<file path="config.mk">
export PLATFORM = sky130hd
export DESIGN_NAME = score_display
export DESIGN_NICKNAME = d
export VERILOG_FILES = /design/src/rtl/score_display_pkg.sv /design/src/rtl/score_display_dabble.sv /design/src/rtl/score_display.sv
export SDC_FILE = /design/constraint.sdc
export NUM_CORES = 1
export LEC_CHECK = 0
export BUFFER_PORTS_ARGS = -buffer_cell sky130_fd_sc_hd__buf_4
export CORE_MARGIN = 4
export CORE_UTILIZATION = 30
export CTS_BUF_LIST = sky130_fd_sc_hd__clkbuf_8 sky130_fd_sc_hd__clkbuf_16
export DETAILED_ROUTE_END_ITERATION = 12
export PLACE_DENSITY_LB_ADDON = 0.25
export SETUP_SLACK_MARGIN = 0.1
export SYNTH_ARGS = -nofsm -noshare
export SYNTH_HDL_FRONTEND = slang
export SYNTH_SLANG_ARGS = --single-unit
</file>
<file path="constraint.sdc">
create_clock -name clk -period 14.3 [get_ports clk]
set_input_delay 0.715 -clock clk [delete_from_list [all_inputs] [get_ports clk]]
set_output_delay 0.715 -clock clk [all_outputs]
set_load 0.05 [all_outputs]
</file>
<file path="src/rtl/score_display_pkg.sv">
// Shared definitions for the score overlay: glyph geometry, conversion
// state encoding, a decimal-limit helper and the shared glyph ROM lookup.
package score_display_pkg;

    localparam int GLYPH_W     = 20;
    localparam int GLYPH_H     = 30;
    localparam int GLYPH_BYTES = 600;

    localparam logic [5:0] GLYPH_INK   = 6'h3C;
    localparam logic [5:0] GLYPH_PAPER = 6'h00;

    typedef enum logic {
        CONV_IDLE = 1'b0,
        CONV_RUN  = 1'b1
    } conv_state_e;

    // Largest value representable in n decimal digits: 10^n - 1.
    function automatic int max_value(input int n);
        int p;
        p = 1;
        for (int i = 0; i < n; i++) p = p * 10;
        return p - 1;
    endfunction

    // Shared combinational glyph ROM: seven-segment style digits 0-9,
    // addressed as digit*600 + y*20 + x.
    function automatic logic [5:0] glyph_rom(input logic [14:0] addr);
        int         a;
        int         d;
        int         off;
        int         x;
        int         y;
        logic [6:0] seg;
        logic       lit;
        a   = int'(addr);
        d   = a / GLYPH_BYTES;
        off = a % GLYPH_BYTES;
        y   = off / GLYPH_W;
        x   = off % GLYPH_W;
        case (d)
            0:       seg = 7'h3F;
            1:       seg = 7'h06;
            2:       seg = 7'h5B;
            3:       seg = 7'h4F;
            4:       seg = 7'h66;
            5:       seg = 7'h6D;
            6:       seg = 7'h7D;
            7:       seg = 7'h07;
            8:       seg = 7'h7F;
            9:       seg = 7'h6F;
            default: seg = 7'h00;
        endcase
        lit = (seg[0] && y <= 3 && x >= 2 && x <= 17)
           || (seg[1] && x >= 16 && y >= 2 && y <= 14)
           || (seg[2] && x >= 16 && y >= 15 && y <= 27)
           || (seg[3] && y >= 26 && x >= 2 && x <= 17)
           || (seg[4] && x <= 3 && y >= 15 && y <= 27)
           || (seg[5] && x <= 3 && y >= 2 && y <= 14)
           || (seg[6] && y >= 13 && y <= 16 && x >= 2 && x <= 17);
        if (y >= GLYPH_H) lit = 1'b0;
        return lit ? GLYPH_INK : GLYPH_PAPER;
    endfunction

endpackage

</file>
<file path="src/rtl/score_display_dabble.sv">
// Iterative double-dabble binary-to-BCD converter. One adjust+shift per
// cycle; the result register only changes when a conversion completes,
// so consumers never see a partial value. A new load restarts at once.
module bcd_dabble
    import score_display_pkg::*;
#(
    parameter int VALUE_W    = 14,
    parameter int NUM_DIGITS = 4
) (
    input  logic                    clk,
    input  logic                    rst_n,
    input  logic                    load,
    input  logic [VALUE_W-1:0]      value,
    output logic                    busy,
    output logic [4*NUM_DIGITS-1:0] result
);

    localparam int                BCD_W     = 4 * NUM_DIGITS;
    localparam int                SR_W      = BCD_W + VALUE_W;
    localparam int                CNT_W     = $clog2(VALUE_W + 1);
    localparam logic [31:0]       MAX_VAL   = 32'(max_value(NUM_DIGITS));
    localparam logic [CNT_W-1:0]  LAST_ITER = CNT_W'(VALUE_W - 1);

    conv_state_e        state;
    logic [SR_W-1:0]    sr;
    logic [SR_W-1:0]    sr_next;
    logic [CNT_W-1:0]   iter;
    logic [VALUE_W-1:0] clamped;

    // Saturate inputs that do not fit in the displayed digit count.
    always_comb begin
        clamped = (32'(value) > MAX_VAL) ? MAX_VAL[VALUE_W-1:0] : value;
    end

    // One double-dabble step: add 3 to every nibble >= 5, then shift left.
    always_comb begin
        // NOTE: every combinational output gets a default first so no path leaves it unassigned (no latch).
        sr_next = sr;
        for (int i = 0; i < NUM_DIGITS; i++) begin
            if (sr_next[VALUE_W + 4*i +: 4] >= 4'd5)
                sr_next[VALUE_W + 4*i +: 4] = sr_next[VALUE_W + 4*i +: 4] + 4'd3;
        end
        sr_next = {sr_next[SR_W-2:0], 1'b0};
    end

    // Conversion sequencing; load has priority and aborts a running pass.
    always_ff @(posedge clk or negedge rst_n) begin
        // NOTE: clocked state uses non-blocking assignments so every register samples pre-edge values.
        if (!rst_n) begin
            state  <= CONV_IDLE;
            sr     <= '0;
            iter   <= '0;
            result <= '0;
        end else if (load) begin
            state <= CONV_RUN;
            sr    <= {{BCD_W{1'b0}}, clamped};
            iter  <= '0;
        end else if (state == CONV_RUN) begin
            sr   <= sr_next;
            iter <= iter + 1'b1;
            if (iter == LAST_ITER) begin
                result <= sr_next[SR_W-1 -: BCD_W];
                state  <= CONV_IDLE;
            end
        end
    end

    assign busy = (state == CONV_RUN);

endmodule

</file>
<file path="src/rtl/score_display.sv">
// Decimal score overlay for the VGA pixel path. Converts a loaded binary
// value to BCD and composites NUM_DIGITS glyphs over the background.
// Optional feature macro: SCORE_DISPLAY_LZB_EN (leading-zero blanking).
module score_display
    import score_display_pkg::*;
#(
    parameter int NUM_DIGITS = 4,
    parameter int VALUE_W    = 14,
    parameter int X0         = 100,
    parameter int Y0         = 100,
    parameter int DIG_W      = 20,
    parameter int DIG_H      = 30,
    parameter int PITCH      = 25,
    parameter int BLINK_BIT  = 24
) (
    input  logic                    clk,
    input  logic                    rst_n,
    input  logic                    load,
    input  logic [VALUE_W-1:0]      value,
    input  logic                    blink_en,
    input  logic                    visible,
    input  logic [9:0]              col,
    input  logic [9:0]              row,
    input  logic [5:0]              bg_rgb,
    output logic [5:0]              rgb_out,
    output logic                    digit_on,
    output logic                    busy,
    output logic [4*NUM_DIGITS-1:0] bcd
);

    logic [BLINK_BIT:0]    blink_cnt;
    logic                  show;
    logic [NUM_DIGITS-1:0] blank;
    logic                  hit;
    logic                  hit_blank;
    logic [14:0]           glyph_addr;
    logic [5:0]            glyph_pix;

    bcd_dabble #(
        .VALUE_W    (VALUE_W),
        .NUM_DIGITS (NUM_DIGITS)
    ) u_dabble (
        .clk    (clk),
        .rst_n  (rst_n),
        .load   (load),
        .value  (value),
        .busy   (busy),
        .result (bcd)
    );

    // Free-running blink phase counter.
    always_ff @(posedge clk or negedge rst_n) begin
        if (!rst_n) blink_cnt <= '0;
        else        blink_cnt <= blink_cnt + 1'b1;
    end

    assign show = !blink_en || blink_cnt[BLINK_BIT];

`ifdef SCORE_DISPLAY_LZB_EN
    logic lead_zero;

    // Blank each leading zero digit; the least-significant digit always shows.
    always_comb begin
        blank     = '0;
        lead_zero = 1'b1;
        for (int k = 0; k < NUM_DIGITS; k++) begin
            lead_zero = lead_zero && (bcd[4*(NUM_DIGITS-1-k) +: 4] == 4'd0);
            blank[k]  = lead_zero && (k != NUM_DIGITS - 1);
        end
    end
`else
    assign blank = '0;
`endif

    // Find which digit box (if any) holds the pixel and form its glyph address.
    always_comb begin
        hit        = 1'b0;
        hit_blank  = 1'b0;
        glyph_addr = '0;
        for (int k = 0; k < NUM_DIGITS; k++) begin
            if (int'(col) >= X0 + k*PITCH && int'(col) < X0 + k*PITCH + DIG_W &&
                int'(row) >= Y0           && int'(row) < Y0 + DIG_H) begin
                hit        = 1'b1;
                hit_blank  = blank[k];
                glyph_addr = 15'(int'(bcd[4*(NUM_DIGITS-1-k) +: 4]) * GLYPH_BYTES
                                 + (int'(row) - Y0) * GLYPH_W
                                 + (int'(col) - X0 - k*PITCH));
            end
        end
    end

    assign glyph_pix = glyph_rom(glyph_addr);

    // Composite: black outside active video, glyph over background inside.
    always_comb begin
        if (!visible)                      rgb_out = 6'h00;
        else if (hit && show && !hit_blank) rgb_out = glyph_pix;
        else                               rgb_out = bg_rgb;
    end

    assign digit_on = visible && hit;

endmodule

</file>
==> summary.txt <==
Floorplanning
  • Starting Density: 0.303
  • Die width: 233 um
  • Number of cell rows: 82
  • Io pins: 69
  • Die H: 233 um
  • Die ar.: 54,200 um^2
  • Core area: 50,100 um^2

Clocking
  • Sink Count: 76
  • Worst-path clk slew: 0.05 ns
  • Clock Root Buffer: clkbuf_16
  • CTS buffer count: 9
  • Hold-fix buffers, CTS: 0
  • H-tree depth: 3
  • Worst skew pair latency: 0.34 ns
  • Clock buffer depth: 2
  • TritonCTS clock tree: done

Placed design
  • Post-DP HPWL: 39.3 mm
  • Final Wtd Congestion: 0.912
  • Number of port buffers: 68
  • Placed cells: 2,629
  • Setup WS pre-CTS: -0.0566 ns

Timing
  • Crit share post-route: 0.952
  • Setup violations, final: 0
  • Worst-Margin Slew: 1.13 ns
  • Slew margin rel.: 0.246
  • Fmax: 73.4 MHz
  • Fin. max-slew vios: 0
  • Worst Setup Slack, final: 0.680 ns
  • Final Hold Vio Count: 0
  • RSZ-0062 raised after global routing: no
  • Setup Skew: 0.00594 ns
  • Tmin final: 13.62 ns

Routing
  • Vias/cell: 5.50
  • Post-DR wirelength/cell: 18.1 um
  • Detailed Route WL: 48.2 mm
  • TritonRoute pass-1 iters: 5
  • Vias: 14,629
  • Detail Route Antenna Nets: 0
  • DRT iter0 DRCs: 1,067
  • DRC viols: 0

Yosys
  • Syn Area/Cell: 8.09 um^2
  • Number of flops mapped to enable cells by yosys: 0
  • Cells after Synth: 1,873
  • Main flop type after synthesis: dfrtp_1
  • Area contributors post-synth: ha_1 14%, dfrtp_1 13%, xnor2_1 6.9%
  • Flop and latch count out of synthesis: 76
  • Synth async-reset ratio: 1.00
  • Top cells by count, synth: 166 x ha_1, 151 x inv_1, 137 x nor2_1
  • Synth warn: 0
  • Library cells used by synthesis: 122
  • Synth area leader: ha_1
  • Top cell type's share of synthesized area: 0.137
  • Count leader, synth: ha_1
  • Register area share after synthesis: 0.125
  • Cell Area, Synth: 15,200 um^2
  • Net count after synthesis: 2,133

Cells and area
  • Layout fillers: 5,345
  • Post-Layout Cell Count: 2,660
  • Area Growth Syn to Fin: 15.4%
  • Area of the multi-input gates: 12,700 um^2
  • Share of layout cells above drive strength 1: 0.149
  • Register area: 1900 um^2
  • Post-layout nets: 2,242

Critical path
  • Crit Path Max Fanout: 29
  • CP Launch Type: input pin
  • Slowest-stage cell, CP: a2111oi_4
  • Required time worst endpoint: 13.59 ns
  • Crit-path max cell delay: 0.49 ns
  • Crit. End Element: primary output
  • Setup CP Type: input pin to primary output
  • Worst path arrival time: 12.91 ns

GRT
  • First-pass GRT wire length: 76.8 mm
  • Total gr overflow: 0
  • Vias in the first global route: 14,088
  • Largest net degree at the start of global routing: 77
  • Initial antenna violation count: 1
  • Total GRT Usage: 0.173

Power
  • Cell Pwr Density: 93.5 nW/um^2
  • Max IR drop VDD: 0.0000828 V
  • P_leak: 7.83 nW

Hold path
  • Worst hold path type: register to register

Run status
  • Outcome: finished clean

Flow run
  • Maxcap violations: 0
==> worst max-delay path: cells and delay by family <==
family,cells,cell delay (ns)
AOI/OAI and AO/OA,24,6.41
xor gates and xnor gates,3,0.57
adders and majority gates,5,1.70
buffers and inverters,5,0.71
muxes,2,0.35
and+or+nand+nor,11,2.41
==> power breakdown <==
group	internal, mW	switching (mW)
clock	0.138	0.0853
combinational	0.480	0.703
sequential	0.222	0.00695
total	0.840	0.795
==> kinds of logic after synthesis <==
family	after synthesis	share of synthesized area
flip-flops	76	0.125
multiplexers	63	0.0439
XOR/XNOR	172	0.103
AO/OA/AOI/OAI	576	0.278
AND/OR/NAND/NOR	553	0.188
buffers and inverters	214	0.0569
adder cells (fa/ha/maj)	219	0.204
==> what timing repair did <==
item | CTS | global route
resized for setup | 3 | 48
pin swaps | 0 | 8
setup endpoints to repair | 4 | 4
setup buffers | 0 | 14
==> through the flow <==
stage / power [mW] / cell area, um^2 / setup TNS [ns] / util / hold slack, ns
final: 1.63 / 17500 / 0 / 0.349 / 0.463
after global placement: 1.37 / 16800 / 0 / 0.336 / 0.452
after CTS: 1.61 / 17100 / 0 / 0.342 / 0.469
after global routing: 1.78 / 17500 / 0 / 0.349 / 0.494
after detailed placement: 1.38 / 16800 / -0.219 / 0.336 / 0.456
after floorplan: 1.08 / 15200 / 0 / - / 0.419
==> area by class of cell <==
class,count,share of cell area
Multi-Input combinational cell,1583,0.725
Sequential cell,76,0.109
Timing Repair Buffer,156,0.0677
Tap cell,672,0.0481
Inverter,156,0.0335
Clock buffer,10,0.0137
Clock inverter,6,0.00322
Antenna cell,1,0.000143
==> routing by layer <==
| metal | up-vias | share of wire | GRT usage |
|---|---|---|---|
| li1 | 7178 | - | - |
| met1 | 6977 | 0.46 | 0.237 |
| met2 | 397 | 0.46 | 0.286 |
| met3 | 77 | 0.050 | 0.0202 |
| met4 | 0 | 0.029 | 0.0542 |
| met5 | - | 0 | 0 |
==> sequential cells by signal, indices dropped and copies added (netlist names) <==
signal,cells
u_dabble.iter,4
blink_cnt,25
u_dabble.sr,30
u_dabble.result,16
u_dabble.busy,1
==> placed cells by master, fill, tap and decap left out, drive strengths merged, types with 10 or more instances in the layout <==
| cell | n |
|---|---|
| nand4 | 19 |
| or3 | 12 |
| o21a | 19 |
| ha | 166 |
| clkbuf | 10 |
| and3 | 28 |
| fa | 49 |
| buf | 156 |
| a22oi | 12 |
| a211o | 12 |
| xnor2 | 122 |
| mux2i | 41 |
| xor2 | 49 |
| nand2 | 114 |
| nor2b | 24 |
| a221oi | 13 |
| o22ai | 17 |
| a31oi | 26 |
| nor3 | 55 |
| nor3b | 10 |
| or2 | 12 |
| dfrtp | 76 |
| o2111ai | 13 |
| o21ai | 93 |
| a21oi | 120 |
| nand2b | 15 |
| o211a | 11 |
| o211ai | 22 |
| a211oi | 38 |
| mux2 | 22 |
| nor2 | 140 |
| a221o | 11 |
| o21bai | 18 |
| a21o | 33 |
| nor4 | 20 |
| o31ai | 12 |
| nand3 | 56 |
| inv | 156 |
| and2 | 21 |
==> path summary, 6_finish.rpt <==
| path | start | slack, ns | end | cells past startpoint |
|---|---|---|---|---|
| max in group asynchronous | rst_n | 13.11 | u_dabble.busy | 1 |
| min in group asynchronous | rst_n | 0.52 | blink_cnt[1] | 1 |
| max | row[2] | 0.68 | rgb_out[3] | 50 |
| min reg2reg | blink_cnt[10] | 0.46 | blink_cnt[10] | 1 |
| max reg2reg | u_dabble.busy | 12.15 | u_dabble.result[6] | 3 |
| min | blink_cnt[10] | 0.46 | blink_cnt[10] | 1 |
Power figures use the tool's default switching activity.
